`config.mk`:
```
export PLATFORM = sky130hd
export DESIGN_NAME = id_ex_stage
export DESIGN_NICKNAME = d
export VERILOG_FILES = /design/src/rtl/riscv_pkg.sv /design/src/rtl/id_ex_stage_fwd_unit.sv /design/src/rtl/id_ex_stage.sv
export SDC_FILE = /design/constraint.sdc
export NUM_CORES = 1
export LEC_CHECK = 0
export ABC_AREA = 1
export BUFFER_PORTS_ARGS = -buffer_cell sky130_fd_sc_hd__buf_2
export CAP_MARGIN = 20
export CORE_AREA = 2 2 159 161
export CTS_CLUSTER_SIZE = 24
export DETAILED_ROUTE_END_ITERATION = 10
export DIE_AREA = 0 0 161 163
export PLACE_DENSITY = 0.66
export SETUP_SLACK_MARGIN = 0.15
export SYNTH_ARGS = -nofsm -noshare
export SYNTH_HDL_FRONTEND = slang
export SYNTH_SLANG_ARGS = --single-unit
```
`constraint.sdc`:
```
create_clock -name clk -period 8.1 [get_ports clk]
set_clock_uncertainty 0.05 [all_clocks]
set_input_delay 0.405 -clock clk [delete_from_list [all_inputs] [get_ports clk]]
set_output_delay 0.405 -clock clk [all_outputs]
set_load 0.01 [all_outputs]
```
`src/rtl/riscv_pkg.sv`:
```
// Shared constants and types for the integer pipeline: ALU operation codes,
// datapath widths and the forwarding-source selector.
package riscv_pkg;

  localparam int XLEN       = 32;
  localparam int REG_ADDR_W = 5;
  localparam int ALU_CTRL_W = 4;

  typedef enum logic [ALU_CTRL_W-1:0] {
    ALU_AND = 4'd0,
    ALU_OR  = 4'd1,
    ALU_ADD = 4'd2,
    ALU_SUB = 4'd6,
    ALU_SLT = 4'd7,
    ALU_NOR = 4'd12
  } alu_op_e;

  // Source of an EX operand: the value registered at decode, or a bypass.
  typedef enum logic [1:0] {
    FWD_REG,
    FWD_MEMWB,
    FWD_EXMEM
  } fwd_sel_t;

endpackage

```
`src/rtl/id_ex_stage_fwd_unit.sv`:
```
// Operand bypass selector for one EX source register: decides whether a newer
// result from EX/MEM or MEM/WB overrides the value captured at decode.
module fwd_unit
  import riscv_pkg::*;
#(
  parameter int XLEN       = riscv_pkg::XLEN,
  parameter int REG_ADDR_W = riscv_pkg::REG_ADDR_W
) (
  input  logic [REG_ADDR_W-1:0] rs_i,
  input  logic                  exmem_reg_write_i,
  input  logic [REG_ADDR_W-1:0] exmem_rd_i,
  input  logic [XLEN-1:0]       exmem_alu_out_i,
  input  logic                  memwb_reg_write_i,
  input  logic [REG_ADDR_W-1:0] memwb_rd_i,
  input  logic [XLEN-1:0]       memwb_wdata_i,
  output fwd_sel_t              sel_o,
  output logic [XLEN-1:0]       data_o
);

  logic exmem_hit;
  logic memwb_hit;

  // x0 is hard-wired zero, so a write targeting it must never be bypassed.
  assign exmem_hit = exmem_reg_write_i && (exmem_rd_i != '0) && (exmem_rd_i == rs_i);
  assign memwb_hit = memwb_reg_write_i && (memwb_rd_i != '0) && (memwb_rd_i == rs_i);

  // NOTE: every output gets a default before the priority chain so no path
  // leaves it unassigned, which would otherwise infer a latch.
  always_comb begin
    sel_o  = FWD_REG;
    data_o = memwb_wdata_i;
    if (exmem_hit) begin
      sel_o  = FWD_EXMEM;
      data_o = exmem_alu_out_i;
    end else if (memwb_hit) begin
      sel_o  = FWD_MEMWB;
      data_o = memwb_wdata_i;
    end
  end

endmodule

```
`src/rtl/id_ex_stage.sv`:
```
// ID/EX pipeline register with load-use bubble insertion, capture-time
// write-back bypass and EX-side operand forwarding feeding the ALU directly.
module id_ex_stage #(
  parameter int XLEN       = riscv_pkg::XLEN,
  parameter int REG_ADDR_W = riscv_pkg::REG_ADDR_W,
  parameter int ALU_CTRL_W = riscv_pkg::ALU_CTRL_W
) (
  input  logic                  clk,
  input  logic                  reset,
  input  logic                  stall_in,
  input  logic                  flush_in,
  input  logic                  id_valid,
  input  logic [XLEN-1:0]       id_pc,
  input  logic [XLEN-1:0]       id_rs1_data,
  input  logic [XLEN-1:0]       id_rs2_data,
  input  logic [XLEN-1:0]       id_imm,
  input  logic [REG_ADDR_W-1:0] id_rs1,
  input  logic [REG_ADDR_W-1:0] id_rs2,
  input  logic [REG_ADDR_W-1:0] id_rd,
  input  logic [ALU_CTRL_W-1:0] id_alu_control,
  input  logic                  id_alu_src,
  input  logic                  id_reg_write,
  input  logic                  id_mem_read,
  input  logic                  id_mem_write,
  input  logic                  id_mem_to_reg,
  input  logic                  id_branch,
  input  logic                  exmem_reg_write,
  input  logic [REG_ADDR_W-1:0] exmem_rd,
  input  logic [XLEN-1:0]       exmem_alu_out,
  input  logic                  memwb_reg_write,
  input  logic [REG_ADDR_W-1:0] memwb_rd,
  input  logic [XLEN-1:0]       memwb_wdata,
  output logic                  load_use_stall,
  output logic                  ex_valid,
  output logic [XLEN-1:0]       ex_pc,
  output logic [XLEN-1:0]       ex_imm,
  output logic [XLEN-1:0]       ex_alu_a,
  output logic [XLEN-1:0]       ex_alu_b,
  output logic [XLEN-1:0]       ex_store_data,
  output logic [ALU_CTRL_W-1:0] ex_alu_control,
  output logic [REG_ADDR_W-1:0] ex_rd,
  output logic                  ex_reg_write,
  output logic                  ex_mem_read,
  output logic                  ex_mem_write,
  output logic                  ex_mem_to_reg,
  output logic                  ex_branch
);

  import riscv_pkg::*;

  logic                  valid_q,      valid_d;
  logic [XLEN-1:0]       pc_q,         pc_d;
  logic [XLEN-1:0]       imm_q,        imm_d;
  logic [XLEN-1:0]       rs1_data_q,   rs1_data_d;
  logic [XLEN-1:0]       rs2_data_q,   rs2_data_d;
  logic [REG_ADDR_W-1:0] rs1_q,        rs1_d;
  logic [REG_ADDR_W-1:0] rs2_q,        rs2_d;
  logic [REG_ADDR_W-1:0] rd_q,         rd_d;
  logic [ALU_CTRL_W-1:0] alu_control_q, alu_control_d;
  logic                  alu_src_q,    alu_src_d;
  logic                  reg_write_q,  reg_write_d;
  logic                  mem_read_q,   mem_read_d;
  logic                  mem_write_q,  mem_write_d;
  logic                  mem_to_reg_q, mem_to_reg_d;
  logic                  branch_q,     branch_d;

  logic            wb_byp_rs1;
  logic            wb_byp_rs2;
  fwd_sel_t        fwd_a_sel;
  fwd_sel_t        fwd_b_sel;
  logic [XLEN-1:0] fwd_a_data;
  logic [XLEN-1:0] fwd_b_data;
  logic [XLEN-1:0] rs1_fwd;
  logic [XLEN-1:0] rs2_fwd;

  // A load in EX cannot supply its data until MEM, so a dependent instruction
  // in ID must wait one cycle behind a bubble.
  assign load_use_stall = valid_q && mem_read_q && (rd_q != '0) &&
                          ((rd_q == id_rs1) || (rd_q == id_rs2)) &&
                          id_valid && !flush_in;

  // The register file is read before the MEM/WB write lands; take it directly.
  assign wb_byp_rs1 = memwb_reg_write && (memwb_rd != '0) && (memwb_rd == id_rs1);
  assign wb_byp_rs2 = memwb_reg_write && (memwb_rd != '0) && (memwb_rd == id_rs2);

  always_comb begin
    valid_d       = valid_q;
    pc_d          = pc_q;
    imm_d         = imm_q;
    rs1_data_d    = rs1_data_q;
    rs2_data_d    = rs2_data_q;
    rs1_d         = rs1_q;
    rs2_d         = rs2_q;
    rd_d          = rd_q;
    alu_control_d = alu_control_q;
    alu_src_d     = alu_src_q;
    reg_write_d   = reg_write_q;
    mem_read_d    = mem_read_q;
    mem_write_d   = mem_write_q;
    mem_to_reg_d  = mem_to_reg_q;
    branch_d      = branch_q;

    if (stall_in) begin
      // Hold everything; a concurrent flush is re-presented by its source.
    end else if (flush_in || load_use_stall) begin
      valid_d      = 1'b0;
      reg_write_d  = 1'b0;
      mem_read_d   = 1'b0;
      mem_write_d  = 1'b0;
      mem_to_reg_d = 1'b0;
      branch_d     = 1'b0;
    end else begin
      valid_d       = id_valid;
      pc_d          = id_pc;
      imm_d         = id_imm;
      rs1_data_d    = wb_byp_rs1 ? memwb_wdata : id_rs1_data;
      rs2_data_d    = wb_byp_rs2 ? memwb_wdata : id_rs2_data;
      rs1_d         = id_rs1;
      rs2_d         = id_rs2;
      rd_d          = id_rd;
      alu_control_d = id_alu_control;
      alu_src_d     = id_alu_src;
      reg_write_d   = id_reg_write  && id_valid;
      mem_read_d    = id_mem_read   && id_valid;
      mem_write_d   = id_mem_write  && id_valid;
      mem_to_reg_d  = id_mem_to_reg && id_valid;
      branch_d      = id_branch     && id_valid;
    end
  end

  // NOTE: state registers use non-blocking assignments so every register
  // samples its _d value from before the edge, independent of statement order.
  always_ff @(posedge clk or posedge reset) begin
    if (reset) begin
      valid_q       <= 1'b0;
      pc_q          <= '0;
      imm_q         <= '0;
      rs1_data_q    <= '0;
      rs2_data_q    <= '0;
      rs1_q         <= '0;
      rs2_q         <= '0;
      rd_q          <= '0;
      alu_control_q <= '0;
      alu_src_q     <= 1'b0;
      reg_write_q   <= 1'b0;
      mem_read_q    <= 1'b0;
      mem_write_q   <= 1'b0;
      mem_to_reg_q  <= 1'b0;
      branch_q      <= 1'b0;
    end else begin
      valid_q       <= valid_d;
      pc_q          <= pc_d;
      imm_q         <= imm_d;
      rs1_data_q    <= rs1_data_d;
      rs2_data_q    <= rs2_data_d;
      rs1_q         <= rs1_d;
      rs2_q         <= rs2_d;
      rd_q          <= rd_d;
      alu_control_q <= alu_control_d;
      alu_src_q     <= alu_src_d;
      reg_write_q   <= reg_write_d;
      mem_read_q    <= mem_read_d;
      mem_write_q   <= mem_write_d;
      mem_to_reg_q  <= mem_to_reg_d;
      branch_q      <= branch_d;
    end
  end

  fwd_unit #(.XLEN(XLEN), .REG_ADDR_W(REG_ADDR_W)) u_fwd_rs1 (
    .rs_i              (rs1_q),
    .exmem_reg_write_i (exmem_reg_write),
    .exmem_rd_i        (exmem_rd),
    .exmem_alu_out_i   (exmem_alu_out),
    .memwb_reg_write_i (memwb_reg_write),
    .memwb_rd_i        (memwb_rd),
    .memwb_wdata_i     (memwb_wdata),
    .sel_o             (fwd_a_sel),
    .data_o            (fwd_a_data)
  );

  fwd_unit #(.XLEN(XLEN), .REG_ADDR_W(REG_ADDR_W)) u_fwd_rs2 (
    .rs_i              (rs2_q),
    .exmem_reg_write_i (exmem_reg_write),
    .exmem_rd_i        (exmem_rd),
    .exmem_alu_out_i   (exmem_alu_out),
    .memwb_reg_write_i (memwb_reg_write),
    .memwb_rd_i        (memwb_rd),
    .memwb_wdata_i     (memwb_wdata),
    .sel_o             (fwd_b_sel),
    .data_o            (fwd_b_data)
  );

  assign rs1_fwd = (fwd_a_sel == FWD_REG) ? rs1_data_q : fwd_a_data;
  assign rs2_fwd = (fwd_b_sel == FWD_REG) ? rs2_data_q : fwd_b_data;

  assign ex_valid       = valid_q;
  assign ex_pc          = pc_q;
  assign ex_imm         = imm_q;
  assign ex_alu_a       = rs1_fwd;
  assign ex_alu_b       = alu_src_q ? imm_q : rs2_fwd;
  assign ex_store_data  = rs2_fwd;
  assign ex_alu_control = alu_control_q;
  assign ex_rd          = rd_q;
  assign ex_reg_write   = reg_write_q;
  assign ex_mem_read    = mem_read_q;
  assign ex_mem_write   = mem_write_q;
  assign ex_mem_to_reg  = mem_to_reg_q;
  assign ex_branch      = branch_q;

endmodule
```
Word-level counts from Yosys, hierarchy flattened
Cells that the tools add are included.
{ "word_totals": {"register_bits": 154, "wordCells": 69} }
{ "classes": {"eq_ne": 8, "mux": 17, "bitwise_logic": 2, "n_reduce_logical": 27} }
{ "op_table": {"columns": ["cell", "count"], "rows": [
  ["two-way mux 32 bit", 7],
  ["== test 5 bit", 8],
  ["logical AND 1 bit", 18],
  ["nonzero test 5 bit", 3],
  ["two-way mux 1 bit", 8],
  ["zero test 2 bit", 2],
  ["two-way mux 2 bit", 2],
  ["logical OR 1 bit", 2],
  ["NOT 1 bit", 2],
  ["AND reduction 2 bit", 1],
  ["zero test 1 bit", 1]
]} }

Longest topological paths before layout
Gate-level depths: netlist of the first run.
{ "depth": {"depth_word": 8, "ltp_mapped": 14, "ltp_nobuf": 12} }

Hierarchy
A second synthesis of the first run with hierarchy kept.
{ "hier_totals": {"cells_unflattened": 1519, "area_unflattened_um2": 10152.2} }
{ "by_module_without_submodules": {"columns": ["module", "instances", "cells_each", "area_each_um2", "seq_area_each_um2"], "rows": [
  ["id_ex_stage", 1, 1179, 8408.1, 3853.7],
  ["fwd_unit", 2, 170, 872.1, 0.0]
]} }

Worst setup path after synthesis of the first run
No wires, ideal clock.
{ "synth_path": {"path_kind": "input to output", "startpoint": "input port memwb_rd[1]", "endpoint": "output port ex_alu_b[10]", "t_arrival_ns": 1.590, "t_required_ns": 7.645, "slack_ns": 6.055, "cell_stages": 14, "cell_sequence": "buf_2 -> inv_2 -> nand2_1 -> nand2_1 -> inv_1 -> nand2_1 -> nor2_1 -> nand3_2 -> nand2_1 -> buf_4 -> nand3_1 -> nand2_1 -> nand2_1 -> nand2_1"} }
{ "synth_via": {"elab_chain_cells": 8, "elab_cells_between_ends": 9} }
{ "synth_lines": {"columns": ["element", "line_no", "rtl"], "rows": [
  ["start, declared", "id_ex_stage.sv:31", "input logic [REG_ADDR_W-1:0] memwb_rd,"],
  ["nonzero test 5 bit", "id_ex_stage_fwd_unit.sv:25", "assign memwb_hit = memwb_reg_write_i && (memwb_rd_i != '0) && (memwb_rd_i == rs_i);"],
  ["logical AND 1 bit", "id_ex_stage_fwd_unit.sv:25", null],
  ["logical AND 1 bit (*)", "id_ex_stage_fwd_unit.sv:25", null],
  ["two-way mux 1 bit (*)", "id_ex_stage_fwd_unit.sv:35", "end else if (memwb_hit) begin"],
  ["two-way mux 2 bit (*)", "id_ex_stage_fwd_unit.sv:32", "if (exmem_hit) begin"],
  ["zero test 2 bit (*)", "id_ex_stage.sv:194", "assign rs2_fwd = (fwd_b_sel == FWD_REG) ? rs2_data_q : fwd_b_data;"],
  ["two-way mux 32 bit (*)", "id_ex_stage.sv:194", null],
  ["named net ex_store_data[10]", "id_ex_stage.sv:39", "output logic [XLEN-1:0] ex_store_data,"],
  ["two-way mux 32 bit (*)", "id_ex_stage.sv:200", "assign ex_alu_b = alu_src_q ? imm_q : rs2_fwd;"],
  ["end, declared", "id_ex_stage.sv:38", "output logic [XLEN-1:0] ex_alu_b,"]
]} }
Mark *: on every way through the listed nets, which the timed path passes. The rest lies on a longest branch.

Worst setup path after layout of the first run
{ "layout_path": {"startpoint": "register rs2_q[3]", "endpoint": "output port ex_alu_b[12]"} }
{ "layout_via": {"elab_chain_cells": 7, "elab_cells_between_ends": 10} }
{ "layout_lines": {"columns": ["element", "line_no", "rtl"], "rows": [
  ["start, declared", "id_ex_stage.sv:57", "logic [REG_ADDR_W-1:0] rs2_q, rs2_d;"],
  ["start signal, assigned", "id_ex_stage.sv:157", "rs2_q <= rs2_d;"],
  ["== test 5 bit", "id_ex_stage_fwd_unit.sv:25", null],
  ["logical AND 1 bit", "id_ex_stage_fwd_unit.sv:25", null],
  ["two-way mux 1 bit", "id_ex_stage_fwd_unit.sv:35", null],
  ["two-way mux 2 bit", "id_ex_stage_fwd_unit.sv:32", null],
  ["zero test 2 bit", "id_ex_stage.sv:194", null],
  ["two-way mux 32 bit (*)", "id_ex_stage.sv:194", null],
  ["two-way mux 32 bit (*)", "id_ex_stage.sv:200", null]
]} }
Every way passes the cells marked *; elsewhere a longest branch is shown, timed or not.

==> impl_metrics.toml, run 1 <==
[critical_path]
critPathMaxFanout = 33
worstPathRequired_ns = 7.65
cp_data_arrival_time_ns = 3.55
crit_path_end_kind = "output port"
path_class = "flip-flop to output port"
cp-start-kind = "flip-flop"

[logic_synthesis]
avgSynthCellArea_sq_um = 6.41
synth_seq_cells = 154
netlist_area_sq_um = 9420
synth_warnings = 0
syn_nets = 1704
ys.flop_type = "dfrtp_1"
synthArstFlopShare_pct = 100
netlist_instances = 1470
ys_types = 23
synth_seq_area_share_pct = 40.9
synth-edff-count = 0

[global_route]
grt_use_total_pct = 28.2
antenna_found_initial = 4
grt_max_degree = 103
grt_pass1_wl_um = 57900
grt_remaining_overflow = 0
grt_pass1_vias = 10396

[timing]
rsz0062_at_grt = "false"
max_slew_margin_pct = 25.4
hold_viol_final = 0
fin_crit_sh_pct = 49.4
drv_slew = 0
worstMarginPinSlew_ns = 1.12
fin_tns_setup_ns = 0
min_period_ns = 4.00
max_freq_ghz = 0.250
setup_viol_count_final = 0

[finish]
layout-drive-gt1-share_pct = 25.7
final_cells = 2169
area_delta_synth_final_pct = 29.7
final_nets = 2057

[place]
dp_cells = 2133
port_buffers = 409
dp_hpwl_um = 26800
gp_congestion = 0.993

[routing]
vias = 10841
wirelength_um = 37100
drt_first_pass_iters = 6
drc_errors = 0
antenna_left = 0
wl_per_cell_um = 17.1
viasPerCell = 5.00
drt_iter0_drc = 1155

[clocking]
clock-sinks = 154
cts_resized = 0
cts_tree = "yes"
h-tree-depth = 4
insertion_delay_ns = 0.44
cts-root-buf = "clkbuf_16"
cts_setup_buffers = 0
cts_buffers = 17
cts_hold_buffers = 0
clk_pin_slew_ns = 0.08
cts-root-to-sink-buffers = 2

[flow_run]
maxCapViolCount = 0

[floorplan]
core_region_area_sq_um = 24700
die_h_um = 163
io_pins = 410
die_x_um = 161
die_area_sq_um = 26200
initial_core_util_pct = 38.2
fp-row-count = 58

[power_and_ir_drop]
ir_drop_mv = 0.122
p_per_area_nw_per_um2 = 199
p_leak_uw = 0.00751

[min_path]
hold_path_class = "input pin to async pin"

[status]
run_status = "completed"
cell families (layout without fill, tap and decap cells):
group	count (synthesis)	count (layout)	share of synthesized area [%]
other	0	3	0
buffers and inverters	180	546	8.35
XOR/XNOR	31	31	2.88
AO/OA/AOI/OAI	42	42	2.23
flip-flops	154	154	40.9
AND/OR/NAND/NOR	1063	1063	45.6
cell type report:
| type | count | area [sq um] |
|---|---|---|
| antenna | 3 | 7.51 |
| clock buffer | 18 | 429 |
| clock inverter | 14 | 150 |
| fill | 2575 | 12500 |
| inverter | 89 | 342 |
| multi-input combinational | 1136 | 4800 |
| sequential | 154 | 3850 |
| tap | 330 | 413 |
| timing repair buffer | 425 | 2220 |
worst max-delay path: stages, from the launching register on:
cell and delay [ns]:
dfrtp_1 0.43, inv_1 0.07, nor2_1 0.04, nor2_1 0.13, inv_1 0.05, nor2_1 0.17
nand3_2 0.60, nand2_1 0.79, buf_16 0.23, nand3_1 0.09, nand2_1 0.22, nand2_1 0.08
nand2_1 0.06, buf_2 0.14
through the flow:
stage / hold slack (ns) / area, sq um / util, % / power, uW / worst slack [ns]
after floorplan: 0.399 / 9420 / - / 1310 / 3.50
after global placement: 0.410 / 11600 / 46.8 / 1630 / 4.23
after detailed placement: 0.410 / 11600 / 47.1 / 1640 / 4.46
after CTS: 0.0944 / 12200 / 49.4 / 2440 / 4.13
after global routing: 0.0893 / 12200 / 49.5 / 2570 / 3.72
final: 0.0718 / 12200 / 49.5 / 2430 / 4.10
per-layer routing:
metal / track usage (%) / share of wire (%) / vias up / wire length [um]
met1: 38.9 / 43 / 4952 / 16000
met2: 44.9 / 46 / 588 / 17000
met4: 8.12 / 2.0 / 4 / 750
met3: 5.63 / 9.0 / 65 / 3330
li1: - / - / 5232 / -
met5: 0 / 0.073 / - / 27
cells in the mapped netlist (all sizes together) (3+ instances only):
cell type | instances | area share, %
nor2 | 23 | 0.97
buf | 67 | 3.9
inv | 89 | 3.5
clkbuf | 24 | 0.96
nor3 | 3 | 0.33
xnor2 | 12 | 1.1
xor2 | 19 | 1.8
nand3 | 136 | 7.3
nand4 | 36 | 2.4
dfrtp | 154 | 41
o21ai | 40 | 2.1
nand2 | 863 | 34
placed cells by master (no fill, tap or decap), drive strengths merged:
cell	instances
o21ai	40
nand3b	2
nand2	863
nor3	3
dfrtp	154
xor2	19
clkbuf	18
a21oi	2
nand3	136
nand4	36
clkinv	5
xnor2	12
buf	425
diode	3
nor2	23
inv	98
where the power goes:
part           total, uW  switching [uW]  internal (uW)  leakage [uW]
logic                688             433            255       0.00531
clock network        802             388            414      0.000285
registers            936            71.9            865       0.00191
final timing paths:
kind	slack [ns]	startpoint	to	cells after the start
min	0.07	reset	ex_pc[2]	2
max in group asynchronous	6.56	reset	rs1_q[1]	3
max reg2reg	5.13	ex_rd[1]	rs2_q[0]	9
min in group clk	0.10	id_pc[30]	ex_pc[30]	3
max	4.10	rs2_q[3]	ex_alu_b[12]	13
min reg2reg	0.43	ex_pc[28]	ex_pc[28]	2
Note: power is estimated with default switching activity, not from simulation.
==> run 2: changes to the inputs <==
PLACE_DENSITY = 0.69   (was 0.66)
clock period = 3.6 ns   (was 8.1 ns; I/O delays follow)
==> impl_metrics.toml, run 2 (same netlist as run 1, synthesis figures left out) <==
[status]
run_status = "completed"

[timing]
max_freq_ghz = 0.335
setup_viol_count_final = 0
fin_crit_sh_pct = 82.9
whs_ns = 0.0174
drv_slew = 0
hold_viol_final = 0
rsz0062_at_grt = "false"
max_slew_margin_pct = 37.2
fin_tns_setup_ns = 0
worstMarginPinSlew_ns = 0.943
min_period_ns = 2.98

[flow_run]
maxCapViolCount = 0

[power_and_ir_drop]
p_comb_share_pct = 28.5
switching_share_pct = 34.6
switchingPower_uw = 1980
p_per_area_nw_per_um2 = 428
p_leak_uw = 0.00801
p_int_uw = 3740
ir_drop_mv = 0.276
seq_power_share_pct = 36.8
pwr-share-clk_pct = 34.7
power_uw = 5730

[clocking]
cts_tree = "yes"
h-tree-depth = 4
insertion_delay_ns = 0.42
cts-root-to-sink-buffers = 2
cts_setup_buffers = 0
clock-sinks = 154
cts_buffers = 17
cts-root-buf = "clkbuf_16"
cts_resized = 0
cts_hold_buffers = 109
clk_pin_slew_ns = 0.07

[floorplan]
fp-row-count = 58
core_region_area_sq_um = 24700
die_h_um = 163
die_area_sq_um = 26200
io_pins = 410
initial_core_util_pct = 38.2
die_x_um = 161

[finish]
layout-drive-gt1-share_pct = 24.4
most-common-layout-cells = "nand2_1 (860), buf_2 (409), dfrtp_1 (154), nand3_1 (134), dlygate4sd3_1 (110)"
stdcell_area_sq_um = 13400
area_delta_synth_final_pct = 42.1
nFillCells = 2413
final_nets = 2170
layout_commonest_cell = "nand2_1"

[routing]
drt_first_pass_iters = 8
drt_iter0_drc = 1064
antenna_left = 0
vias = 11276
wirelength_um = 37500
drc_errors = 0
wl_per_cell_um = 16.4
viasPerCell = 4.94

[critical_path]
path_class = "flip-flop to output port"
ff2ff_setup_slack_ns = 0.99
cp-start-kind = "flip-flop"
r2r_start = "ex_rd[4]"
crit_end = "ex_alu_a[30]"
crit_path_end_kind = "output port"
worstRegToRegCells = 9
cp-startpoint = "rs1_q[0]"
cp_data_arrival_time_ns = 2.75
critPathMaxFanout = 34
timing.rr.end = "alu_src_q"
worstPathRequired_ns = 3.37

[place]
port_buffers = 409
place_area_sq_um = 11600
gp_congestion = 0.932
dp_hpwl_um = 25800

[global_route]
grt_remaining_overflow = 0
met1_usage_pct = 36.1
use_met3_pct = 7.21
grt_pass1_wl_um = 58000
grt_use_total_pct = 27.9
grt-busiest-layer = "met2"
grt_pass1_vias = 10857
antenna_found_initial = 4
grt_max_degree = 155
grtUsageMet2_pct = 45.3

[min_path]
hold_path_class = "input pin to flip-flop"
-- run 2: changes by cell type in the layout (fill, tap and decap cells not counted), moves of 2 or more --
cell	before	now
clkinv_4	3	1
dlygate4sd3_1	0	110
buf_12	1	3
clkinvlp_4	0	2
clkinv_8	2	0
buf_16	2	0
bufinv_16	0	3
buf_4	13	16
-- run 2: how the worst min path moves through the flow --
stage / startpoint / cells past startpoint / to
after floorplan: id_alu_control[0] / 2 / ex_alu_control[0]
after global placement: id_imm[21] / 3 / ex_imm[21]
after detailed placement: id_rd[1] / 3 / ex_rd[1]
after CTS: id_rs2_data[23] / 5 / rs2_data_q[23]
after global routing: id_rs1_data[29] / 5 / rs1_data_q[29]
final: id_rs2_data[23] / 5 / rs2_data_q[23]
-- run 2: metal layers --
layer	vias to the layer above	part of all wire, %
met2	572	47
met1	5163	41
met4	4	2.8
li1	5457	-
met3	80	9.0
met5	-	0.085
-- run 2: cell type report --
| class | count | area (sq um) | share of cell area [%] |
|---|---|---|---|
| inverters | 89 | 340 | 2.54 |
| clock buffers | 18 | 439 | 3.28 |
| diodes | 3 | 7.51 | 0.0561 |
| well taps | 330 | 413 | 3.08 |
| clock inverters | 14 | 195 | 1.46 |
| flip-flops and latches | 154 | 3850 | 28.8 |
| multi-input cells | 1136 | 4810 | 35.9 |
| repair buffers | 538 | 3330 | 24.9 |
-- run 2: power groups by stage --
stage	Clock (uW)	Sequential (uW)	Combinational (uW)
after floorplan	0	2150	810
after global placement	0	2130	1510
after detailed placement	0	2130	1530
after CTS	2020	2110	1620
after global routing	2100	2130	1800
final	1990	2110	1630
-- run 2: worst max-delay path, cell delays in order, from the launching register on --
cell     delay (ns)
dfrtp_1        0.42
xnor2_1        0.17
nand2_1        0.07
nor3_1         0.17
nand2_1        0.07
buf_4          0.25
nand2_1        0.11
buf_4          0.35
inv_2          0.35
nand2_1        0.14
nand3_1        0.07
buf_2          0.15
-- run 2: stage by stage --
stage          util [%]  cells  setup WS [ns]
4_1_cts            54.1   2277          0.584
6_report           54.2   2282          0.616
3_3_place_gp       47.1   2136           1.03
2_1_floorplan         -   1470           1.43
5_1_grt            54.2   2281          0.377
3_5_place_dp       47.1   2136          0.992
